**config.mk**
```make
export PLATFORM = sky130hd
export DESIGN_NAME = fetch_pc_unit_flat
export DESIGN_NICKNAME = d
export VERILOG_FILES = /design/src/rtl/fetch_pc_unit_pkg.sv /design/src/rtl/fetch_pc_unit_if.sv /design/src/rtl/fetch_pc_unit_register_en.sv /design/src/rtl/fetch_pc_unit.sv /design/src/flat_wrapper.sv
export SDC_FILE = /design/constraint.sdc
export NUM_CORES = 1
export LEC_CHECK = 0
export BUFFER_PORTS_ARGS = -buffer_cell sky130_fd_sc_hd__buf_2
export CAP_MARGIN = 10
export CORE_AREA = 2 2 123 125
export DETAILED_ROUTE_END_ITERATION = 8
export DIE_AREA = 0 0 125 127
export PLACE_DENSITY = 0.75
export RECOVER_POWER = 25
export SYNTH_ARGS = -nofsm -noshare
export SYNTH_HDL_FRONTEND = slang
export SYNTH_HIERARCHICAL = 1
export SYNTH_SLANG_ARGS = --single-unit
```
**constraint.sdc**
```tcl
create_clock -name clock -period 2.3 [get_ports clock]
set_input_delay 0.575 -clock clock [delete_from_list [all_inputs] [get_ports clock]]
set_output_delay 0.575 -clock clock [all_outputs]
set_load 0.005 [all_outputs]
```
**src/rtl/fetch_pc_unit_pkg.sv**
```systemverilog
// Shared definitions for the fetch PC sequencer: FSM states, next-PC select codes, defaults.
package fetch_pc_unit_pkg;

  typedef enum logic [1:0] {
    IDLE  = 2'd0,
    FETCH = 2'd1,
    HOLD  = 2'd2,
    DRAIN = 2'd3
  } fetch_state_t;

  typedef enum logic [1:0] {
    SEL_SEQ   = 2'd0,
    SEL_REDIR = 2'd1,
    SEL_PEND  = 2'd2,
    SEL_RESET = 2'd3
  } pc_sel_t;

  localparam logic [31:0] RESET_PC_DEFAULT = 32'd0;
  localparam logic [31:0] PC_STEP_DEFAULT  = 32'd1;

endpackage

```
**src/rtl/fetch_pc_unit_if.sv**
```systemverilog
// Instruction-memory request/response handshake between the fetch unit and imem.
interface fetch_pc_unit_if;
  logic        fetch_req;
  logic [31:0] fetch_PC;
  logic        imem_ready;
  logic [31:0] imem_data;

  modport master (
    output fetch_req,
    output fetch_PC,
    input  imem_ready,
    input  imem_data
  );

  modport slave (
    input  fetch_req,
    input  fetch_PC,
    output imem_ready,
    output imem_data
  );
endinterface

```
**src/rtl/fetch_pc_unit_register_en.sv**
```systemverilog
// Enabled register with synchronous active-low reset to a parameterised value.
module register_en #(
  parameter int unsigned           WIDTH       = 32,
  parameter logic [WIDTH-1:0]      RESET_VALUE = '0
) (
  input  logic             clock,
  input  logic             reset,
  input  logic             en,
  input  logic [WIDTH-1:0] d,
  output logic [WIDTH-1:0] q
);

  always_ff @(posedge clock) begin
    if (!reset) begin
      q <= RESET_VALUE;
    end else if (en) begin
      q <= d;
    end
  end

endmodule

```
**src/rtl/fetch_pc_unit.sv**
```systemverilog
// Fetch-stage PC sequencer: owns the fetch PC, drives the imem handshake, holds
// delivered instructions across stalls and flushes F/D and D/X on redirect.
module fetch_pc_unit
  import fetch_pc_unit_pkg::*;
#(
  parameter logic [31:0] RESET_PC = RESET_PC_DEFAULT,
  parameter logic [31:0] PC_STEP  = PC_STEP_DEFAULT
) (
  input  logic                   clock,
  input  logic                   reset,
  input  logic                   stall,
  input  logic                   select_execute_Next_PC,
  input  logic [31:0]            execute_Next_PC,
  fetch_pc_unit_if.master        imem,
  output logic                   fetch_valid,
  output logic [31:0]            fetch_insn,
  output logic [31:0]            fetch_PC_plus1,
  output logic                   flush_FD,
  output logic                   flush_DX
);

  fetch_state_t state, next_state;
  pc_sel_t      pc_sel;
  logic         pc_en, hold_en, pend_en;
  logic [31:0]  pc_q, pc_d, pc_plus, hold_q, pend_q;
  logic         redir;

  assign redir   = select_execute_Next_PC;
  assign pc_plus = pc_q + PC_STEP;

  always_ff @(posedge clock) begin
    if (!reset) begin
      state <= IDLE;
    end else begin
      state <= next_state;
    end
  end

  register_en #(.WIDTH(32), .RESET_VALUE(RESET_PC)) u_pc (
    .clock (clock),
    .reset (reset),
    .en    (pc_en),
    .d     (pc_d),
    .q     (pc_q)
  );

  register_en #(.WIDTH(32), .RESET_VALUE(32'd0)) u_hold (
    .clock (clock),
    .reset (reset),
    .en    (hold_en),
    .d     (imem.imem_data),
    .q     (hold_q)
  );

  register_en #(.WIDTH(32), .RESET_VALUE(32'd0)) u_pend (
    .clock (clock),
    .reset (reset),
    .en    (pend_en),
    .d     (execute_Next_PC),
    .q     (pend_q)
  );

  // Next-PC select (4-input mux)
  always_comb begin
    case (pc_sel)
      SEL_SEQ:   pc_d = pc_plus;
      SEL_REDIR: pc_d = execute_Next_PC;
      SEL_PEND:  pc_d = pend_q;
      default:   pc_d = RESET_PC;
    endcase
  end

  always_comb begin
    next_state     = state;
    pc_en          = 1'b0;
    pc_sel         = SEL_SEQ;
    hold_en        = 1'b0;
    pend_en        = 1'b0;
    imem.fetch_req = 1'b0;
    fetch_valid    = 1'b0;
    fetch_insn     = '0;
    flush_FD       = 1'b0;
    flush_DX       = 1'b0;

    case (state)
      IDLE: begin
        next_state = FETCH;
        if (redir) begin
          pc_en  = 1'b1;
          pc_sel = SEL_REDIR;
        end
      end

      FETCH: begin
        imem.fetch_req = 1'b1;
        flush_FD       = redir;
        flush_DX       = redir;
        if (!imem.imem_ready) begin
          if (redir) begin
            pend_en    = 1'b1;
            next_state = DRAIN;
          end
        end else if (redir) begin
          pc_en  = 1'b1;
          pc_sel = SEL_REDIR;
        end else begin
          fetch_valid = 1'b1;
          fetch_insn  = imem.imem_data;
          if (stall) begin
            hold_en    = 1'b1;
            next_state = HOLD;
          end else begin
            pc_en  = 1'b1;
            pc_sel = SEL_SEQ;
          end
        end
      end

      HOLD: begin
        fetch_valid = !redir;
        fetch_insn  = hold_q;
        flush_FD    = redir;
        flush_DX    = redir;
        if (redir) begin
          pc_en      = 1'b1;
          pc_sel     = SEL_REDIR;
          next_state = FETCH;
        end else if (!stall) begin
          pc_en      = 1'b1;
          pc_sel     = SEL_SEQ;
          next_state = FETCH;
        end
      end

      DRAIN: begin
        // Outstanding request must complete; a same-cycle redirect beats the stored target.
        imem.fetch_req = 1'b1;
        flush_FD       = redir;
        flush_DX       = redir;
        if (redir) begin
          pend_en = 1'b1;
        end
        if (imem.imem_ready) begin
          pc_en      = 1'b1;
          pc_sel     = redir ? SEL_REDIR : SEL_PEND;
          next_state = FETCH;
        end
      end

      default: begin
        next_state = IDLE;
      end
    endcase
  end

  assign imem.fetch_PC  = pc_q;
  assign fetch_PC_plus1 = pc_plus;

endmodule

```
**src/flat_wrapper.sv**
```systemverilog
// flat-port wrapper written by rule: the top's interface ports become plain ports
module fetch_pc_unit_flat import fetch_pc_unit_pkg::*;
#(
  parameter logic [31:0] RESET_PC = RESET_PC_DEFAULT,
  parameter logic [31:0] PC_STEP  = PC_STEP_DEFAULT
)
  (clock, reset, stall, select_execute_Next_PC, execute_Next_PC, fetch_valid, fetch_insn, fetch_PC_plus1, flush_FD, flush_DX, imem_fetch_req, imem_fetch_PC, imem_imem_ready, imem_imem_data);
  fetch_pc_unit_if imem_i ();
  input  logic clock;
  input  logic reset;
  input  logic stall;
  input  logic select_execute_Next_PC;
  input  logic [31:0] execute_Next_PC;
  output logic fetch_valid;
  output logic [31:0] fetch_insn;
  output logic [31:0] fetch_PC_plus1;
  output logic flush_FD;
  output logic flush_DX;
  output wire logic [$bits(imem_i.fetch_req)-1:0] imem_fetch_req;
  output wire logic [$bits(imem_i.fetch_PC)-1:0] imem_fetch_PC;
  input wire logic [$bits(imem_i.imem_ready)-1:0] imem_imem_ready;
  input wire logic [$bits(imem_i.imem_data)-1:0] imem_imem_data;
  assign imem_fetch_req = imem_i.fetch_req;
  assign imem_fetch_PC = imem_i.fetch_PC;
  assign imem_i.imem_ready = imem_imem_ready;
  assign imem_i.imem_data = imem_imem_data;
  fetch_pc_unit #(.RESET_PC(RESET_PC), .PC_STEP(PC_STEP)) u_core (.clock(clock), .reset(reset), .stall(stall), .select_execute_Next_PC(select_execute_Next_PC), .execute_Next_PC(execute_Next_PC), .imem(imem_i), .fetch_valid(fetch_valid), .fetch_insn(fetch_insn), .fetch_PC_plus1(fetch_PC_plus1), .flush_FD(flush_FD), .flush_DX(flush_DX));
endmodule
```
==> results.toml, run 1 <==
[drt]
routedWlPerCell_um = 17.3
first_pass_iters = 4
ant_nets = 0
drt-total-wl_um = 17500
avgViaCountPerCell = 5.31
via_count = 5373
drc = 0
drt_iter0_drc = 278

[worst_setup_path]
cpLargestDelayFamily = "simple AND/OR/NAND/NOR gates"
path_buf_inv = 1
worstPathRequired_ns = 1.73
cp.arrival_ns = 2.07
end_kind = "primary output"
critPathSlowestCell = "or4_4"
crit_chain = "ha_4, nand2_4, or4_4, nor4_2, xor2_1, buf_2"
path_class = "reg -> out"
start_kind = "flip-flop"
critPathMaxStageDelay_ns = 0.54
cp_max_fo = 3

[grt]
gr-usage-all-layers_pct = 19.7
antenna_found_initial = 2
grt_pass1_wl_um = 25700
grt_max_degree = 67
grt_pass1_vias = 5104
grt-ovfl-total = 0

[timing]
rsz0062_at_grt = "true"
hold_viol = 0
max_freq_mhz = 378
finClkSkew_ns = 0.0141
finalCriticalPeriod_ns = 2.64
drv_slew = 0
min_period_over_period_pct = 115
slew-limit-headroom_pct = 65.4
tightest_slew_ns = 0.518
setup_tns_ns = -4.13
setup_ws_ns = -0.345
finalSetupViolations = 23

[outcome]
violations = "setup timing"
outcome = "finished, violations left"

[floorplan]
die_h_um = 127
core_um2 = 14400
die_area_um2 = 15900
die_w_um = 125
rows = 44
io_pins = 169
initial_core_util_pct = 39.7

[placed_design]
place.gp.congestion = 0.868
port_buffers = 168
dp.cells = 956
dp_hpwl_um = 10300

[cts]
cts.clk_slew.worst_paths_ns = 0.08
clk_path_buf_depth = 2
insertion_delay_ns = 0.35
cts_root_buf = "clkbuf_16"
tritoncts = "yes"
h-tree-depth = 3
cts-buffers-inserted = 9
clock_sinks = 98

[cells_and_area]
antennaDiodeCount = 0
layout-drive-gt1-share_pct = 44.2
mostFrequentLayoutCells = "167 x buf_2, 132 x nor2b_1, 97 x mux2i_1"
layoutNonFillerInstCount = 1012
areaGrowthSynthToFinish_pct = 43.3
layout_commonest_cell = "buf_2"
fillers = 1231
fin_nets = 897

[synth]
yosysWarnings = 6
synth_edf_count = 0
synth-async-reset-ratio_pct = 0
ys_ff_latch = 98
synth.largest_area_cell = "dfxtp_1"
avgSynthCellArea_um2 = 9.57
synth_top_area_share_pct = 34.3
syn-instance-count = 598
synth_area_leaders = "dfxtp_1 34%, mux2i_1 17%, nor2b_1 14%"
yosysSeqAreaShare_pct = 34.3
ys.flop_type = "dfxtp_1"
synth_area_um2 = 5720
ys_types = 43
synth_nets = 672

[power_and_ir_drop]
p_per_area_nw_per_um2 = 593
vdd_ir_drop_max_mv = 0.336
leakagePower_nw = 3.73

[run]
cap_viol_max_count = 0

[hold_path]
min_path_type = "in -> reg"
-- cell type report --
cell class	instances	area [µm²]	share of cell area, %
Timing Repair Buffer	258	1750	21.4
Inverter	7	26.3	0.321
Tap cell	184	230	2.81
Clock buffer	9	225	2.75
Clock inverter	7	70.1	0.855
Sequential cell	98	1980	24.2
Multi-Input combinational cell	449	3910	47.7
-- sequential cells by signal, indices dropped and copies added (netlist names) --
name and count:
u_core/state 2, u_core/u_hold/q 32, u_core/u_pc/q 32, u_core/u_pend/q 32
-- synth_stat cells (11+ instances only) --
master / count
nand2_1: 16
nor2b_1: 132
clkbuf_1: 27
nor2_1: 12
xnor2_1: 21
dfxtp_1: 98
a22oi_1: 35
nand3_1: 11
a22o_1: 29
mux2i_1: 97
a21o_1: 29
-- report_power, final --
group	internal (mW)	switching, mW	leakage [nW]	total (mW)
sequential	1.80	0.0841	0.801	1.89
clock	0.842	0.684	0.145	1.53
combinational	0.740	0.706	2.78	1.45
total	3.38	1.47	3.73	4.86
-- worst paths after layout --
kind	to	slack, ns	cells after the start	startpoint
worst max-delay path	fetch_PC_plus1[30]	-0.34	6	u_core/u_pc/q[0]
worst min register to register	u_core/u_pend/q[25]	0.52	2	u_core/u_pend/q[25]
worst max register to register	u_core/u_pc/q[20]	0.09	9	u_core/state[1]
worst min-delay path	u_core/u_pend/q[13]	0.50	3	execute_Next_PC[13]
-- timing repair --
action	CTS	global route
setup buffers	13	25
setup endpoints to repair	54	56
gates cloned	3	0
pin swaps	22	36
hold buffers	0	0
resized for setup	56	65
-- through the flow --
step	utilization [%]	setup WS [ns]	hold WS [ns]	cell area (µm²)	power [mW]
finish	56.8	-0.345	0.501	8200	4.86
floorplan	-	0.0442	0.483	5740	2.74
detailed placement	48.4	0.0228	0.507	6980	3.16
global route	56.8	-0.425	0.517	8200	5.08
CTS	53.5	-0.257	0.484	7710	4.78
global placement	48.4	0.0465	0.495	6980	3.14
-- worst register-to-register path: stages (launching register included) --
cell	delay [ns]
dfxtp_2	0.36
inv_2	0.06
ha_4	0.17
buf_4	0.16
nor4bb_4	0.53
buf_4	0.32
a22o_1	0.20
a21o_1	0.11
mux2i_1	0.07
nor2b_1	0.16
-- routing by layer --
metal  up-vias  share of wire, %  GRT usage, %
li1       2563                 -             -
met1      2589                43          24.7
met2       184                49          33.8
met3        33               6.2          4.36
met4         4               2.1          6.93
met5         -              0.15             0
-- logic make-up after synthesis --
kind of cell | count (synthesis) | synth area share (%)
AOI/OAI and AO/OA | 108 | 14.6
xor gates and xnor gates | 30 | 4.59
adders and majority gates | 5 | 1.09
buffers and inverters | 51 | 6.65
DFF | 98 | 34.3
muxes | 97 | 17.0
and+or+nand+nor | 209 | 21.8
(Power assumes the default switching activity.)
==> run 2: changes to the inputs <==
--- a/config.mk
+++ b/config.mk
@@ -5,12 +5,13 @@
 export SDC_FILE = /design/constraint.sdc
 export NUM_CORES = 1
 export LEC_CHECK = 0
+export ABC_AREA = 1
 export BUFFER_PORTS_ARGS = -buffer_cell sky130_fd_sc_hd__buf_2
 export CAP_MARGIN = 10
-export CORE_AREA = 2 2 123 125
+export CORE_AREA = 2 2 131 133
 export DETAILED_ROUTE_END_ITERATION = 8
-export DIE_AREA = 0 0 125 127
-export PLACE_DENSITY = 0.75
+export DIE_AREA = 0 0 133 135
+export PLACE_DENSITY = 0.74
 export RECOVER_POWER = 25
 export SYNTH_ARGS = -nofsm -noshare
 export SYNTH_HDL_FRONTEND = slang
==> run 2 against run 1 <==
The flow still finishes with violations (setup timing). Sequential power is 21% higher. Register-to-register slack improved by 0.21 ns. Utilization shrank 6.1 points. Critical path type unchanged.
==> results.toml, run 2 <==
[timing]
slew-limit-headroom_pct = 70.7
min_period_over_period_pct = 101
rsz0062_at_grt = "true"
timing.hold.ws_ns = 0.470
finalCriticalPeriod_ns = 2.32
setup_ws_ns = -0.0208
max_freq_mhz = 431
drv_slew = 0
finalSetupViolations = 3
setup_tns_ns = -0.0396
hold_viol = 0
finClkSkew_ns = 0.0107
tightest_slew_ns = 0.440

[floorplan]
die_w_um = 133
initial_core_util_pct = 39.8
core_um2 = 16400
die_h_um = 135
rows = 47
die_area_um2 = 18000
io_pins = 169

[cells_and_area]
fillers = 1697
areaGrowthSynthToFinish_pct = 27.4
final_util_pct = 50.7
top_regs = "u_core/u_hold/q: 32 flops, u_core/u_pc/q: 32 flops, u_core/u_pend/q: 32 flops"
regArea_um2 = 2030
layout-drive-gt1-share_pct = 25.7
layout_commonest_cell = "nand2_1"
mostFrequentLayoutCells = "422 x nand2_1, 211 x nor2_1, 166 x buf_2"
fin_nets = 1377
multi_input_area_um2 = 3810

[synth]
synth_edf_count = 0
synth_area_leaders = "dfxtp_1 30%, nand2_1 25%, nor2_1 13%"
yosysSeqAreaShare_pct = 30.0
ys_types = 30
synth-async-reset-ratio_pct = 0
avgSynthCellArea_um2 = 5.75
yosysMostFrequentCell = "nand2_1"
yosysWarnings = 6
synth_top_area_share_pct = 30.0
synth_common_cells = "440 x nand2_1, 229 x nor2_1, 149 x inv_1"
syn-instance-count = 1137
ys_ff_latch = 98
synth.largest_area_cell = "dfxtp_1"
ys.flop_type = "dfxtp_1"
synth_area_um2 = 6530
synth_nets = 1211

[worst_setup_path]
path_buf_inv = 1
end_kind = "primary output"
start_kind = "flip-flop"
worstPathRequired_ns = 1.73
cp.arrival_ns = 1.75
crit_chain = "ha_4, nand2_4, nor2_4, nand2_4, nor2_4, nand2_1, nand2_1, nand2_2, buf_2"
critPathSlowestCell = "dfxtp_4"
critPathMaxStageDelay_ns = 0.38
cpLargestDelayFamily = "simple AND/OR/NAND/NOR gates"
cp_max_fo = 5
path_class = "reg -> out"

[drt]
routedWlPerCell_um = 11.5
drt-total-wl_um = 17700
drc = 0
ant_nets = 0
drt_iter0_drc = 408
via_count = 6985
avgViaCountPerCell = 4.57
first_pass_iters = 7

[outcome]
violations = "setup timing"
outcome = "finished, violations left"

[grt]
grt_pass1_vias = 6127
grt_max_degree = 65
grt_pass1_wl_um = 29000
gr-usage-all-layers_pct = 19.4
antenna_found_initial = 2
grt-ovfl-total = 0

[placed_design]
place_ws_ns = 0.199
port_buffers = 168
place.gp.congestion = 0.883
dp_hpwl_um = 12100

[power_and_ir_drop]
power_mw = 6.33
p_per_area_nw_per_um2 = 760
leakagePower_nw = 4.32
vdd_ir_drop_max_mv = 0.382

[cts]
cts-buffers-inserted = 9
cts.clk_slew.worst_paths_ns = 0.07
cts_root_buf = "clkbuf_16"
clk_path_buf_depth = 2
clock_sinks = 98
h-tree-depth = 3
tritoncts = "yes"
insertion_delay_ns = 0.35

[run]
cap_viol_max_count = 0

[hold_path]
min_path_type = "reg -> reg"
==> run 2: changes by cell type after synthesis, sizes merged, moves of 33 or more <==
cell and change:
a22oi -34, a21oi +33, nor2 +229, nor2b -132, nand3 +50, mux2i -97, inv +144, nand2 +438
==> run 2: per-stage QoR <==
step / area, µm² / cells
finish: 8320 / 1530
global route: 8320 / 1528
CTS: 8030 / 1515
detailed placement: 7540 / 1491
global placement: 7540 / 1491
floorplan: 6530 / 1137
==> run 2: layer usage <==
layer / wire [µm] / track usage [%] / up-vias / part of all wire (%)
met5: 0 / 0 / - / 0
met3: 1300 / 3.12 / 20 / 7.4
met1: 8050 / 26.2 / 3034 / 46
li1: - / - / 3672 / -
met4: 290 / 6.57 / 0 / 1.6
met2: 8020 / 31.8 / 259 / 45
==> run 2: power breakdown <==
part | total (mW) | switching, mW | leakage [nW] | internal, mW
clock | 1.54 | 0.695 | 0.139 | 0.847
sequential | 2.29 | 0.293 | 0.815 | 2.00
combinational | 2.49 | 1.42 | 3.37 | 1.07
total | 6.33 | 2.41 | 4.32 | 3.92
==> run 2: final timing paths <==
path	startpoint	end	slack, ns	depth (start not counted)
setup / recovery	u_core/u_pc/q[1]	fetch_PC_plus1[20]	-0.02	9
hold / removal	u_core/u_pend/q[21]	u_core/u_pend/q[21]	0.47	2
setup reg to reg	u_core/state[0]	u_core/u_pc/q[7]	0.30	12
hold reg to reg	u_core/u_pend/q[21]	u_core/u_pend/q[21]	0.47	2
==> run 2: kinds of logic after synthesis <==
kind of cell             after synthesis  share of synthesized area [%]
buffers and inverters                206                           15.1
AND/OR/NAND/NOR                      770                           48.0
flip-flops                            98                           30.0
XOR/XNOR                              12                           2.07
AO/OA/AOI/OAI                         46                           3.75
adder cells (fa/ha/maj)                5                          0.957
==> run 2: cell type report <==
type / count / share of cell area [%]
antenna: 2 / 0.0601
clock buffer: 10 / 2.75
clock inverter: 6 / 0.812
inverter: 152 / 6.91
multi-input combinational: 833 / 45.7
sequential: 98 / 24.4
tap: 220 / 3.31
timing repair buffer: 209 / 16.0
==> run 2: repair_timing <==
action,in CTS,in global routing
resized for setup,49,59
setup buffers,8,12
hold buffers,0,0
endpoints found under the setup margin,56,56
pin swaps,17,23
gates cloned,0,1
==> run 2: worst min-delay path, cell delays in order (launching register included) <==
cell	delay, ns
dfxtp_1	0.31
nor2_1	0.08
nor2_1	0.05
==> run 3: changes to the inputs <==
--- a/config.mk
+++ b/config.mk
@@ -11,7 +11,6 @@
 export CORE_AREA = 2 2 131 133
 export DETAILED_ROUTE_END_ITERATION = 8
 export DIE_AREA = 0 0 133 135
-export PLACE_DENSITY = 0.74
 export RECOVER_POWER = 25
 export SYNTH_ARGS = -nofsm -noshare
 export SYNTH_HDL_FRONTEND = slang
==> run 3 against run 2 <==
The flow still finishes with violations (setup timing). Utilization grew 0.14 points. Sequential share of layout area shrank 0.38 points. Final cell count grew 0.33%. Critical path type unchanged.
==> results.toml, run 3 (same netlist as run 2, synthesis figures left out) <==
[outcome]
violations = "setup timing"
outcome = "finished, violations left"

[floorplan]
die_h_um = 135
io_pins = 169
initial_core_util_pct = 39.8
core_um2 = 16400
die_area_um2 = 18000
rows = 47
die_w_um = 133

[hold_path]
min_path_type = "reg -> reg"
hold_path_end = "u_core/u_pend/q[11]"
holdCritStartpoint = "u_core/u_pend/q[11]"
min_path_cells = 2

[grt]
gr-usage-all-layers_pct = 19.8
grt-ovfl-total = 0
grt_pass1_wl_um = 29000
grt_max_degree = 99
antenna_found_initial = 2
grt_pass1_vias = 6066

[power_and_ir_drop]
p_per_area_nw_per_um2 = 774
p_comb_share_pct = 38.1
clockPowerShare_pct = 26.9
switching_share_pct = 36.1
switchingPower_mw = 2.33
vdd_ir_drop_max_mv = 0.426
leakagePower_nw = 4.37
intPower_mw = 4.13
pwr-share-seq_pct = 34.9
power_mw = 6.47

[timing]
min_period_over_period_pct = 101
rsz0062_at_grt = "true"
drv_slew = 0
max_freq_mhz = 429
hold_viol = 0
tightest_slew_ns = 0.467
finalSetupViolations = 7
finalCriticalPeriod_ns = 2.33
setup_tns_ns = -0.0948
finClkSkew_ns = 0.00719
setup_ws_ns = -0.0290
slew-limit-headroom_pct = 68.9

[run]
cap_viol_max_count = 0

[cells_and_area]
fin_nets = 1383
layout-drive-gt1-share_pct = 25.1
layout_commonest_cell = "nand2_1"
areaGrowthSynthToFinish_pct = 27.8
fin_area_um2 = 8350
top_regs = "u_core/u_hold/q: 32 flops, u_core/u_pc/q: 32 flops, u_core/u_pend/q: 32 flops"
final_util_pct = 50.9
mostFrequentLayoutCells = "427 x nand2_1, 216 x nor2_1, 168 x buf_2"

[cts]
tritoncts = "yes"
cts_root_buf = "clkbuf_16"
clk_path_buf_depth = 2
cts.clk_slew.worst_paths_ns = 0.06
cts-buffers-inserted = 9
ctsHoldBuffers = 0
clock_sinks = 98
h-tree-depth = 3
insertion_delay_ns = 0.35

[drt]
ant_nets = 0
drc = 0
drt_iter0_drc = 345
drt-total-wl_um = 17800
routedWlPerCell_um = 11.6
first_pass_iters = 5
avgViaCountPerCell = 4.45
via_count = 6838
wl_met2_um = 7750
topRoutingLayerUsed = "met5"
wl_met3_um = 1170
met1Wirelength_um = 8590

[worst_setup_path]
critPathSlowestCell = "dfxtp_4"
reg2reg_setup_slack_ns = 0.27
critPathMostFrequentCell = "nor2_4"
crit_chain = "inv_1, nor2_4, nand2_4, nor2_4, buf_6, xor2_2, buf_2"
start_kind = "flip-flop"
worstPathRequired_ns = 1.73
cp_max_fo = 7
path_buf_inv = 3
path_class = "reg -> out"
critPathMaxStageDelay_ns = 0.37
r2r_end = "u_core/u_pc/q[10]"
cpLargestDelayFamily = "simple AND/OR/NAND/NOR gates"
worstRegToRegCells = 13
end_kind = "primary output"
cp.arrival_ns = 1.75
reg2reg_from = "u_core/state[0]"

[placed_design]
port_buffers = 168
place_ws_ns = 0.189
place_area_um2 = 7550
dp_hpwl_um = 12200
place.gp.congestion = 0.857
-- run 3: final cells by class --
class	instances	area, µm²
Sequential cell	98	2010
Timing Repair Buffer	215	1360
Multi-Input combinational cell	833	3790
Antenna cell	2	5.00
Clock buffer	10	239
Fill cell	1706	8060
Tap cell	220	275
Inverter	152	573
Clock inverter	5	103
-- run 3: metal layers --
layer,GRT usage (%),vias up
li1,-,3683
met1,27.3,2931
met2,30.9,199
met3,4.58,23
met4,5.85,2
met5,0,-
-- run 3: worst register-to-register path: stages (launching register included) --
cell,delay [ns]
dfxtp_2,0.39
inv_1,0.08
ha_1,0.24
buf_4,0.18
nor2_1,0.19
a21oi_4,0.12
nor2_4,0.12
buf_12,0.20
nand3_1,0.11
nand3_1,0.09
inv_1,0.04
nand2_1,0.04
nand2_1,0.05
nor2_1,0.11
-- run 3: how the worst max path moves through the flow --
stage / cells past startpoint / from / slack [ns] / endpoint
final: 7 / u_core/u_pc/q[0] / -0.03 / fetch_PC_plus1[13]
after detailed placement: 9 / u_core/u_pc/q[0] / 0.19 / fetch_PC_plus1[22]
after global routing: 9 / u_core/u_pc/q[0] / -0.14 / fetch_PC_plus1[24]
after global placement: 8 / u_core/u_pc/q[0] / 0.24 / fetch_PC_plus1[18]
after CTS: 9 / u_core/u_pc/q[1] / -0.05 / fetch_PC_plus1[18]
after floorplan: 7 / u_core/u_pc/q[0] / 0.44 / fetch_PC_plus1[18]
-- run 3: metrics by stage --
stage          std cells  hold WS, ns
4_1_cts             1520        0.471
2_1_floorplan       1137        0.449
5_1_grt             1533        0.488
3_3_place_gp        1494        0.457
6_report            1535        0.470
3_5_place_dp        1494        0.462
-- run 3: power groups by stage --
stage / combinational (mW) / clock [mW] / sequential (mW)
4_1_cts: 2.39 / 1.80 / 2.24
6_report: 2.47 / 1.74 / 2.26
2_1_floorplan: 1.52 / 0 / 2.23
3_5_place_dp: 2.29 / 0 / 2.24
5_1_grt: 2.82 / 1.86 / 2.30
3_3_place_gp: 2.29 / 0 / 2.24
-- run 3: timing repair --
item / in CTS / in global routing
gates resized for setup: 49 / 36
pin swaps: 22 / 21
setup buffers: 11 / 12
cloned: 0 / 1
setup endpoints to repair: 56 / 56
